$ cat src/rtl/ahb_lite_master_if.sv
// ahb_lite_master_if: request/response stream and AHB-Lite bus signals of
// the single-transfer initiator. The master modport is the initiator's view;
// the slave modport is the view of the requester plus the AHB slave.
interface ahb_lite_master_if;
  logic        req_valid;
  logic        req_ready;
  logic        req_write;
  logic [1:0]  req_size;
  logic [31:0] req_addr;
  logic [31:0] req_wdata;
  logic        rsp_valid;
  logic [31:0] rsp_rdata;
  logic        rsp_err;
  logic [31:0] haddr;
  logic [1:0]  htrans;
  logic        hwrite;
  logic [2:0]  hsize;
  logic [2:0]  hburst;
  logic [3:0]  hprot;
  logic [31:0] hwdata;
  logic [31:0] hrdata;
  logic        hready;
  logic [1:0]  hresp;

  modport master (
    input  req_valid, req_write, req_size, req_addr, req_wdata,
    output req_ready,
    output rsp_valid, rsp_rdata, rsp_err,
    output haddr, htrans, hwrite, hsize, hburst, hprot, hwdata,
    input  hrdata, hready, hresp
  );

  modport slave (
    output req_valid, req_write, req_size, req_addr, req_wdata,
    input  req_ready,
    input  rsp_valid, rsp_rdata, rsp_err,
    input  haddr, htrans, hwrite, hsize, hburst, hprot, hwdata,
    output hrdata, hready, hresp
  );
endinterface

$ cat src/rtl/ahb_lite_master.sv
// ahb_lite_master: single-transfer AHB-Lite initiator. Turns a valid/ready
// request stream into NONSEQ SINGLE transfers with pipelined address (A) and
// data (D) stages; completions return in order as a one-cycle rsp_valid pulse.
// Optional feature macro AHB_MST_ERR_EN: two-cycle ERROR response handling
// (rsp_err reporting, pending address phase withdrawn and re-issued).
module ahb_lite_master #(
  parameter logic [3:0] HPROT = 4'b0011
) (
  input logic               hclk,
  input logic               hreset_n,
  ahb_lite_master_if.master bus
);

  localparam logic [1:0] TRANS_IDLE   = 2'b00;
  localparam logic [1:0] TRANS_NONSEQ = 2'b10;
`ifdef AHB_MST_ERR_EN
  localparam logic [1:0] RESP_ERROR   = 2'b01;
`endif

  // A_HOLD: request kept but withdrawn from the bus during the second ERROR cycle
  typedef enum logic [1:0] {A_IDLE, A_ACTIVE, A_HOLD} a_state_t;

  a_state_t    a_state, a_state_nxt;
  logic        req_ready_c;
  logic        accept;
  logic        a_done;
  logic        d_done;
  logic        err_hold;
  logic [31:0] haddr_q;
  logic        hwrite_q;
  logic [2:0]  hsize_q;
  logic [31:0] a_wdata;
  logic        d_valid;
  logic        d_write;
  logic [31:0] hwdata_q;
  logic        rsp_valid_q;
  logic [31:0] rsp_rdata_q;

  // Address-stage state register
  always_ff @(posedge hclk or negedge hreset_n) begin
    if (!hreset_n) a_state <= A_IDLE;
    else           a_state <= a_state_nxt;
  end

  // Address-stage next state, request handshake and stage-advance strobes
  always_comb begin
    a_state_nxt = a_state;
    err_hold    = (a_state == A_HOLD);
    req_ready_c = (a_state == A_IDLE) | (bus.hready & ~err_hold);
    accept      = bus.req_valid & req_ready_c;
    a_done      = (a_state == A_ACTIVE) & bus.hready;
    d_done      = d_valid & bus.hready;
    unique case (a_state)
      A_IDLE: begin
        if (accept) a_state_nxt = A_ACTIVE;
      end
      A_ACTIVE: begin
        if (accept)      a_state_nxt = A_ACTIVE;
        else if (a_done) a_state_nxt = A_IDLE;
`ifdef AHB_MST_ERR_EN
        else if (d_valid & ~bus.hready & (bus.hresp == RESP_ERROR))
          a_state_nxt = A_HOLD;
`endif
      end
      A_HOLD: begin
        if (bus.hready) a_state_nxt = A_ACTIVE;
      end
      default: a_state_nxt = A_IDLE;
    endcase
  end

  // Address/data pipeline registers and completion capture
  always_ff @(posedge hclk or negedge hreset_n) begin
    if (!hreset_n) begin
      haddr_q     <= '0;
      hwrite_q    <= 1'b0;
      hsize_q     <= '0;
      a_wdata     <= '0;
      d_valid     <= 1'b0;
      d_write     <= 1'b0;
      hwdata_q    <= '0;
      rsp_valid_q <= 1'b0;
      rsp_rdata_q <= '0;
    end else begin
      if (accept) begin
        haddr_q  <= bus.req_addr;
        hwrite_q <= bus.req_write;
        hsize_q  <= {1'b0, bus.req_size};
        a_wdata  <= bus.req_wdata;
      end
      if (a_done) begin
        d_write <= hwrite_q;
        if (hwrite_q) hwdata_q <= a_wdata;
      end
      if (a_done)      d_valid <= 1'b1;
      else if (d_done) d_valid <= 1'b0;
      rsp_valid_q <= d_done;
      if (d_done) rsp_rdata_q <= d_write ? '0 : bus.hrdata;
    end
  end

`ifdef AHB_MST_ERR_EN
  logic rsp_err_q;

  // Error status captured alongside the completing data phase
  always_ff @(posedge hclk or negedge hreset_n) begin
    if (!hreset_n)   rsp_err_q <= 1'b0;
    else if (d_done) rsp_err_q <= (bus.hresp == RESP_ERROR);
  end

  assign bus.rsp_err = rsp_err_q;
`else
  assign bus.rsp_err = 1'b0;
`endif

  assign bus.req_ready = req_ready_c;
  assign bus.htrans    = (a_state == A_ACTIVE) ? TRANS_NONSEQ : TRANS_IDLE;
  assign bus.haddr     = haddr_q;
  assign bus.hwrite    = hwrite_q;
  assign bus.hsize     = hsize_q;
  assign bus.hburst    = 3'b000;
  assign bus.hprot     = HPROT;
  assign bus.hwdata    = hwdata_q;
  assign bus.rsp_valid = rsp_valid_q;
  assign bus.rsp_rdata = rsp_rdata_q;

endmodule

$ cat src/flat_wrapper.sv
// flat-port wrapper written by rule: the top's interface ports become plain ports
module ahb_lite_master_flat 
#(
  parameter logic [3:0] HPROT = 4'b0011
)
  (hclk, hreset_n, bus_req_valid, bus_req_write, bus_req_size, bus_req_addr, bus_req_wdata, bus_req_ready, bus_rsp_valid, bus_rsp_rdata, bus_rsp_err, bus_haddr, bus_htrans, bus_hwrite, bus_hsize, bus_hburst, bus_hprot, bus_hwdata, bus_hrdata, bus_hready, bus_hresp);
  ahb_lite_master_if bus_i ();
  input logic hclk;
  input logic hreset_n;
  input wire logic [$bits(bus_i.req_valid)-1:0] bus_req_valid;
  input wire logic [$bits(bus_i.req_write)-1:0] bus_req_write;
  input wire logic [$bits(bus_i.req_size)-1:0] bus_req_size;
  input wire logic [$bits(bus_i.req_addr)-1:0] bus_req_addr;
  input wire logic [$bits(bus_i.req_wdata)-1:0] bus_req_wdata;
  output wire logic [$bits(bus_i.req_ready)-1:0] bus_req_ready;
  output wire logic [$bits(bus_i.rsp_valid)-1:0] bus_rsp_valid;
  output wire logic [$bits(bus_i.rsp_rdata)-1:0] bus_rsp_rdata;
  output wire logic [$bits(bus_i.rsp_err)-1:0] bus_rsp_err;
  output wire logic [$bits(bus_i.haddr)-1:0] bus_haddr;
  output wire logic [$bits(bus_i.htrans)-1:0] bus_htrans;
  output wire logic [$bits(bus_i.hwrite)-1:0] bus_hwrite;
  output wire logic [$bits(bus_i.hsize)-1:0] bus_hsize;
  output wire logic [$bits(bus_i.hburst)-1:0] bus_hburst;
  output wire logic [$bits(bus_i.hprot)-1:0] bus_hprot;
  output wire logic [$bits(bus_i.hwdata)-1:0] bus_hwdata;
  input wire logic [$bits(bus_i.hrdata)-1:0] bus_hrdata;
  input wire logic [$bits(bus_i.hready)-1:0] bus_hready;
  input wire logic [$bits(bus_i.hresp)-1:0] bus_hresp;
  assign bus_i.req_valid = bus_req_valid;
  assign bus_i.req_write = bus_req_write;
  assign bus_i.req_size = bus_req_size;
  assign bus_i.req_addr = bus_req_addr;
  assign bus_i.req_wdata = bus_req_wdata;
  assign bus_req_ready = bus_i.req_ready;
  assign bus_rsp_valid = bus_i.rsp_valid;
  assign bus_rsp_rdata = bus_i.rsp_rdata;
  assign bus_rsp_err = bus_i.rsp_err;
  assign bus_haddr = bus_i.haddr;
  assign bus_htrans = bus_i.htrans;
  assign bus_hwrite = bus_i.hwrite;
  assign bus_hsize = bus_i.hsize;
  assign bus_hburst = bus_i.hburst;
  assign bus_hprot = bus_i.hprot;
  assign bus_hwdata = bus_i.hwdata;
  assign bus_i.hrdata = bus_hrdata;
  assign bus_i.hready = bus_hready;
  assign bus_i.hresp = bus_hresp;
  ahb_lite_master #(.HPROT(HPROT)) u_core (.hclk(hclk), .hreset_n(hreset_n), .bus(bus_i));
endmodule
$ cat config.mk
export PLATFORM = sky130hd
export DESIGN_NAME = ahb_lite_master_flat
export DESIGN_NICKNAME = d
export VERILOG_FILES = /design/src/rtl/ahb_lite_master_if.sv /design/src/rtl/ahb_lite_master.sv /design/src/flat_wrapper.sv
export SDC_FILE = /design/constraint.sdc
export NUM_CORES = 1
export LEC_CHECK = 0
export ABC_AREA = 0
export CAP_MARGIN = 20
export CORE_ASPECT_RATIO = 1.75
export CORE_MARGIN = 5
export CORE_UTILIZATION = 43
export CTS_CLUSTER_DIAMETER = 200
export DETAILED_ROUTE_END_ITERATION = 10
export PLACE_DENSITY_LB_ADDON = 0.05
export SYNTH_ARGS = -nofsm -noshare
export SYNTH_HDL_FRONTEND = slang
export SYNTH_SLANG_ARGS = --single-unit
$ cat constraint.sdc
create_clock -name hclk -period 1.55 [get_ports hclk]
set_input_delay 0.3875 -clock hclk [delete_from_list [all_inputs] [get_ports hclk]]
set_output_delay 0.3875 -clock hclk [all_outputs]
set_load 0.01 [all_outputs]
-- Word-level counts from Yosys, hierarchy flattened
Index checks and enable logic that the tools add are counted.
- register bits after elaboration: 136
- bits of input ports: 105
- output and inout port bits: 112
- word-level logic and storage cells: 34
- eq/ne operators: 5
- muxes and demuxes: 9
- bitwise logic cells: 6
- reductions and logical operators: 4
- operators with widths (cell ; number):
    two-way mux 32 bit ; 1
    two-way mux 2 bit ; 5
    one-hot mux 2 bit (3 select lines) ; 1
    bitwise AND 1 bit ; 4
    inequality test 3 x 1 -> 1 bit (second input constant) ; 1
    AND reduction 3 bit ; 1
    == test 2 x 1 -> 1 bit (second input constant) ; 1
    == test 2 bit (second input constant) ; 1
    logical NOT 2 bit ; 1
    two-way mux 1 bit ; 2
    inequality test 2 x 1 -> 1 bit (second input constant) ; 1
    inequality test 2 bit (second input constant) ; 1
    AND reduction 2 bit ; 1
    nonzero test 2 bit ; 1
    NOT 1 bit ; 1
    OR 1 bit ; 1

-- Longest topological paths before layout
Gate-level depths: netlist (run 1).
- depth in word-level cells: 7
- depth in mapped cells: 5

-- Worst setup path before layout (run 1)
OpenSTA, ideal clock, no wires.
- kind: input to register
- start: in bus_hready
- end: reg u_core.a_wdata[10]
- setup time: 0.125 ns
- arrival: 1.295 ns
- required time: 1.425 ns
- path slack: 0.130 ns
- stages on the path: 5
- buffers on the path: 2
- cells stage by stage: nand2b_2 nand2_2 buf_6 buf_6 mux2_4
- cells in the longest elaborated chain, start to end: 3
- ends and longest elaborated chain (element ; line ; text):
    start: declaration ; flat_wrapper.sv:27 ; input wire logic [$bits(bus_i.hready)-1:0] bus_hready;
    bitwise AND 1 bit ; ahb_lite_master.sv:49 ; req_ready_c = (a_state == A_IDLE) | (bus.hready & ~err_hold);
    OR 1 bit ; ahb_lite_master.sv:49 ;
    bitwise AND 1 bit ; ahb_lite_master.sv:50 ; accept = bus.req_valid & req_ready_c;
    end signal: assignment ; ahb_lite_master.sv:89 ; a_wdata <= bus.req_wdata;
    end: declaration ; ahb_lite_master.sv:32 ; logic [31:0] a_wdata;
No other way between the ends.
A chain may end at the register's enable or synchronous reset.

-- Worst setup path after layout (run 1)
- start: reg u_core.hwrite_q, in the netlist u_core.bus.hwrite
- end: out bus_hwrite
- RTL lines (element ; line ; text):
    start: declaration ; ahb_lite_master.sv:30 ; logic hwrite_q;
    start signal: assignment ; ahb_lite_master.sv:87 ; hwrite_q <= bus.req_write;
    end: declaration ; flat_wrapper.sv:21 ; output wire logic [$bits(bus_i.hwrite)-1:0] bus_hwrite;
No word-level cell between the ends.

==> flow_summary.ini, run 1 <==
[status]
status = complete, no violations

[worst_setup_path]
path_cells = dlygate4sd2_1
critPathMaxStageDelay_ps = 400
cp-end-kind = output pin
worst-path-buf-inv = 1
slowest_stage = dfrtp_1
setup.worst_path.start_class = flop
path_delay_family = flip-flops
r2r_setup_slack_ps = 240
arrival_ps = 1110
required_ps = 1160
crit_type = flop to output pin
path_max_fanout = 3

[power_and_ir_drop]
power_density_mw_per_mm2 = 1378
irDropWorstVdd_mv = 0.8367
p_leak_nw = 3.830

[routing]
viasPerCell = 4.571
drt-initial-drc-count = 74
firstDrtPassIters = 3
wl_per_cell_um = 16.50
num_vias = 3515
ant_nets = 0
drc = 0
routed_wirelength_um = 12690

[floorplan]
core-area_mm2 = 0.01230
dieArea_mm2 = 0.01482
die_x_um = 94.20
io_pins = 217
initial_core_util_pct = 43.39
rows = 54
die_h_um = 157.4

[place]
port_buffers = 204
dpl_cell_area_mm2 = 0.007666
place.gp.congestion = 0.7070
hpwl_um = 9409
place_ws_ps = -447.3

[grt]
grt_max_degree = 48
antenna_found_initial = 0
grtUsageMet2_pct = 31.20
grt_use_total_pct = 17.65
grt_use_met3_pct = 6.217
grtUsageMet1_pct = 19.56
grt_pass1_wl_um = 20020
grt.busiest_layer = met2
first_global_vias = 3924
overflow = 0

[clocking]
clk_latency_ps = 400
clockBufferDepth = 2
cts_tree = built
clock-sinks = 135
numCtsBuffers = 17
cts.clk_slew.worst_paths_ps = 50
h-tree-depth = 4
cts_setup_buffers = 0
cts_root_buf = clkbuf_16

[timing]
post-route-min-period_ps = 1499
rsz0062_at_grt = no
hold_violations = 0
max_clock_freq_ghz = 0.6670
period_share_pct = 96.73
max-slew-margin-rel_pct = 47.83
setup_violations = 0
finClkSkew_ps = 10.47
max_slew.worst_pin.slew_ps = 782.5
maxSlewViolCount = 0
fin_ws_ps = 50.66

[cells_and_area]
final_area_mm2 = 0.008133
multiInputGateArea_mm2 = 0.001809
n_antenna_cell = 0
final_core_util_pct = 66.14
drive_gt1_share_pct = 24.96
nNetsFinal = 693
syn_to_final_growth_pct = 52.44
fill_cells = 981
seqCellArea_mm2 = 0.003378

[synthesis]
synth_largest_area_cell = dfrtp_1
synth_cell_types = 15
synth_top_area_share_pct = 63.32
synth_area_per_cell_um2 = 14.30
yosysSeqAreaShare_pct = 63.32
synthCells = 373
synth-seq-cells = 135
ys.warnings.count = 0
ys_top_cells_by_area = dfrtp_1, mux2_2, mux2_4
syn_area_mm2 = 0.005335

[min_path]
min_path_type = input port to flop

[job]
maxCapViolCount = 0
-- repair_timing --
action,in CTS,in global routing
hold buffers,1,0
gates resized for setup,111,1
hold endpoints to repair,43,0
endpoints found under the setup margin,102,1
-- layout make-up --
cell class | count | share of cell area, %
clock inverters | 14 | 1.831
repair buffers | 218 | 26.43
multi-input cells | 214 | 22.25
clock buffers | 18 | 5.277
flip-flops and latches | 135 | 41.54
inverters | 2 | 0.09231
well taps | 168 | 2.585
-- flip-flops by register name (all words and copies together) (netlist names) --
name,cells
u_core.a_wdata,32
u_core.bus.haddr,32
u_core.bus.hwdata,32
u_core.bus.rsp_rdata,32
u_core.bus.hsize,2
u_core.a_state,1
u_core.bus.hwrite,1
u_core.bus.rsp_valid,1
u_core.d_valid,1
u_core.d_write,1
-- layout by cell type, fill, tap and decap left out, types with 3 or more instances in the layout --
| cell type | count |
|---|---|
| buf_12 | 10 |
| buf_4 | 3 |
| clkbuf_16 | 17 |
| clkdlybuf4s50_1 | 100 |
| clkinv_2 | 3 |
| clkinvlp_4 | 4 |
| conb_1 | 10 |
| dfrtp_1 | 135 |
| dlygate4sd2_1 | 100 |
| inv_6 | 4 |
| mux2_2 | 69 |
| mux2_4 | 30 |
| nand2_1 | 35 |
| nand2b_1 | 33 |
| o21ai_0 | 33 |
-- metal layers --
layer / routed length (µm) / share of wire [%] / vias to the layer above
li1: - / - / 1666
met1: 4672 / 37 / 1703
met2: 6842 / 54 / 133
met3: 995 / 7.8 / 13
met4: 175 / 1.4 / 0
met5: 0 / 0 / -
-- worst reg2reg max path, delay by kind of cell, from the launching register on --
family	cells	cell delay, ps
AND/OR/NAND/NOR	2	210
buffers and inverters	1	210
multiplexers	1	360
flip-flops	1	420
-- synthesized netlist by cell type --
cell,number
nand2_1,36
nand2b_2,1
buf_2,6
buf_4,10
mux2_4,30
nand2_2,1
mux2_2,69
conb_1,2
inv_1,2
o21ai_0,33
clkbuf_1,10
buf_6,4
nand2b_1,33
nand3_1,1
dfrtp_1,135
-- logic make-up (layout without fill, tap and decap cells) --
group / count (synthesis) / count (layout) / share of synthesized area [%]
AOI/OAI and AO/OA: 33 / 33 / 3.096
DFF: 135 / 135 / 63.32
and+or+nand+nor: 72 / 72 / 6.778
other: 2 / 10 / 0.1408
muxes: 99 / 99 / 23.01
buffers and inverters: 32 / 252 / 3.659
-- power breakdown --
part / total [mW] / switching, mW / internal [mW]
logic: 2.64 / 1.10 / 1.54
clock network: 3.89 / 1.51 / 2.38
registers: 4.68 / 0.407 / 4.28
total: 11.2 / 3.01 / 8.19
-- final timing paths --
check	endpoint	startpoint	cells past startpoint
setup reg to reg	u_core.bus.haddr[20]	u_core.a_state[0]	4
hold reg to reg	u_core.bus.rsp_rdata[31]	u_core.bus.rsp_rdata[31]	2
min in group asynchronous	u_core.bus.rsp_rdata[27]	hreset_n	2
max in group asynchronous	u_core.bus.rsp_rdata[17]	hreset_n	3
setup / recovery	bus_hwrite	u_core.bus.hwrite	1
hold / removal	u_core.a_state[0]	bus_hready	3
-- stage by stage --
step           total power, mW  hold slack, ps  setup TNS (ps)  cells
6_report                 11.21           366.6               0    769
5_1_grt                  11.80           378.1               0    769
4_1_cts                  11.39           479.6               0    769
3_5_place_dp             7.904           364.4          -25110    736
3_3_place_gp             7.809           355.2          -24440    736
2_1_floorplan            5.952           91.91               0    381
(Power assumes the default switching activity.)
==> run 2, diff against run 1 <==
CTS_CLUSTER_DIAMETER = 30   (was 200)
==> results of run 2 <==
Final layout, timing and power as in run 1 (identical DEF).
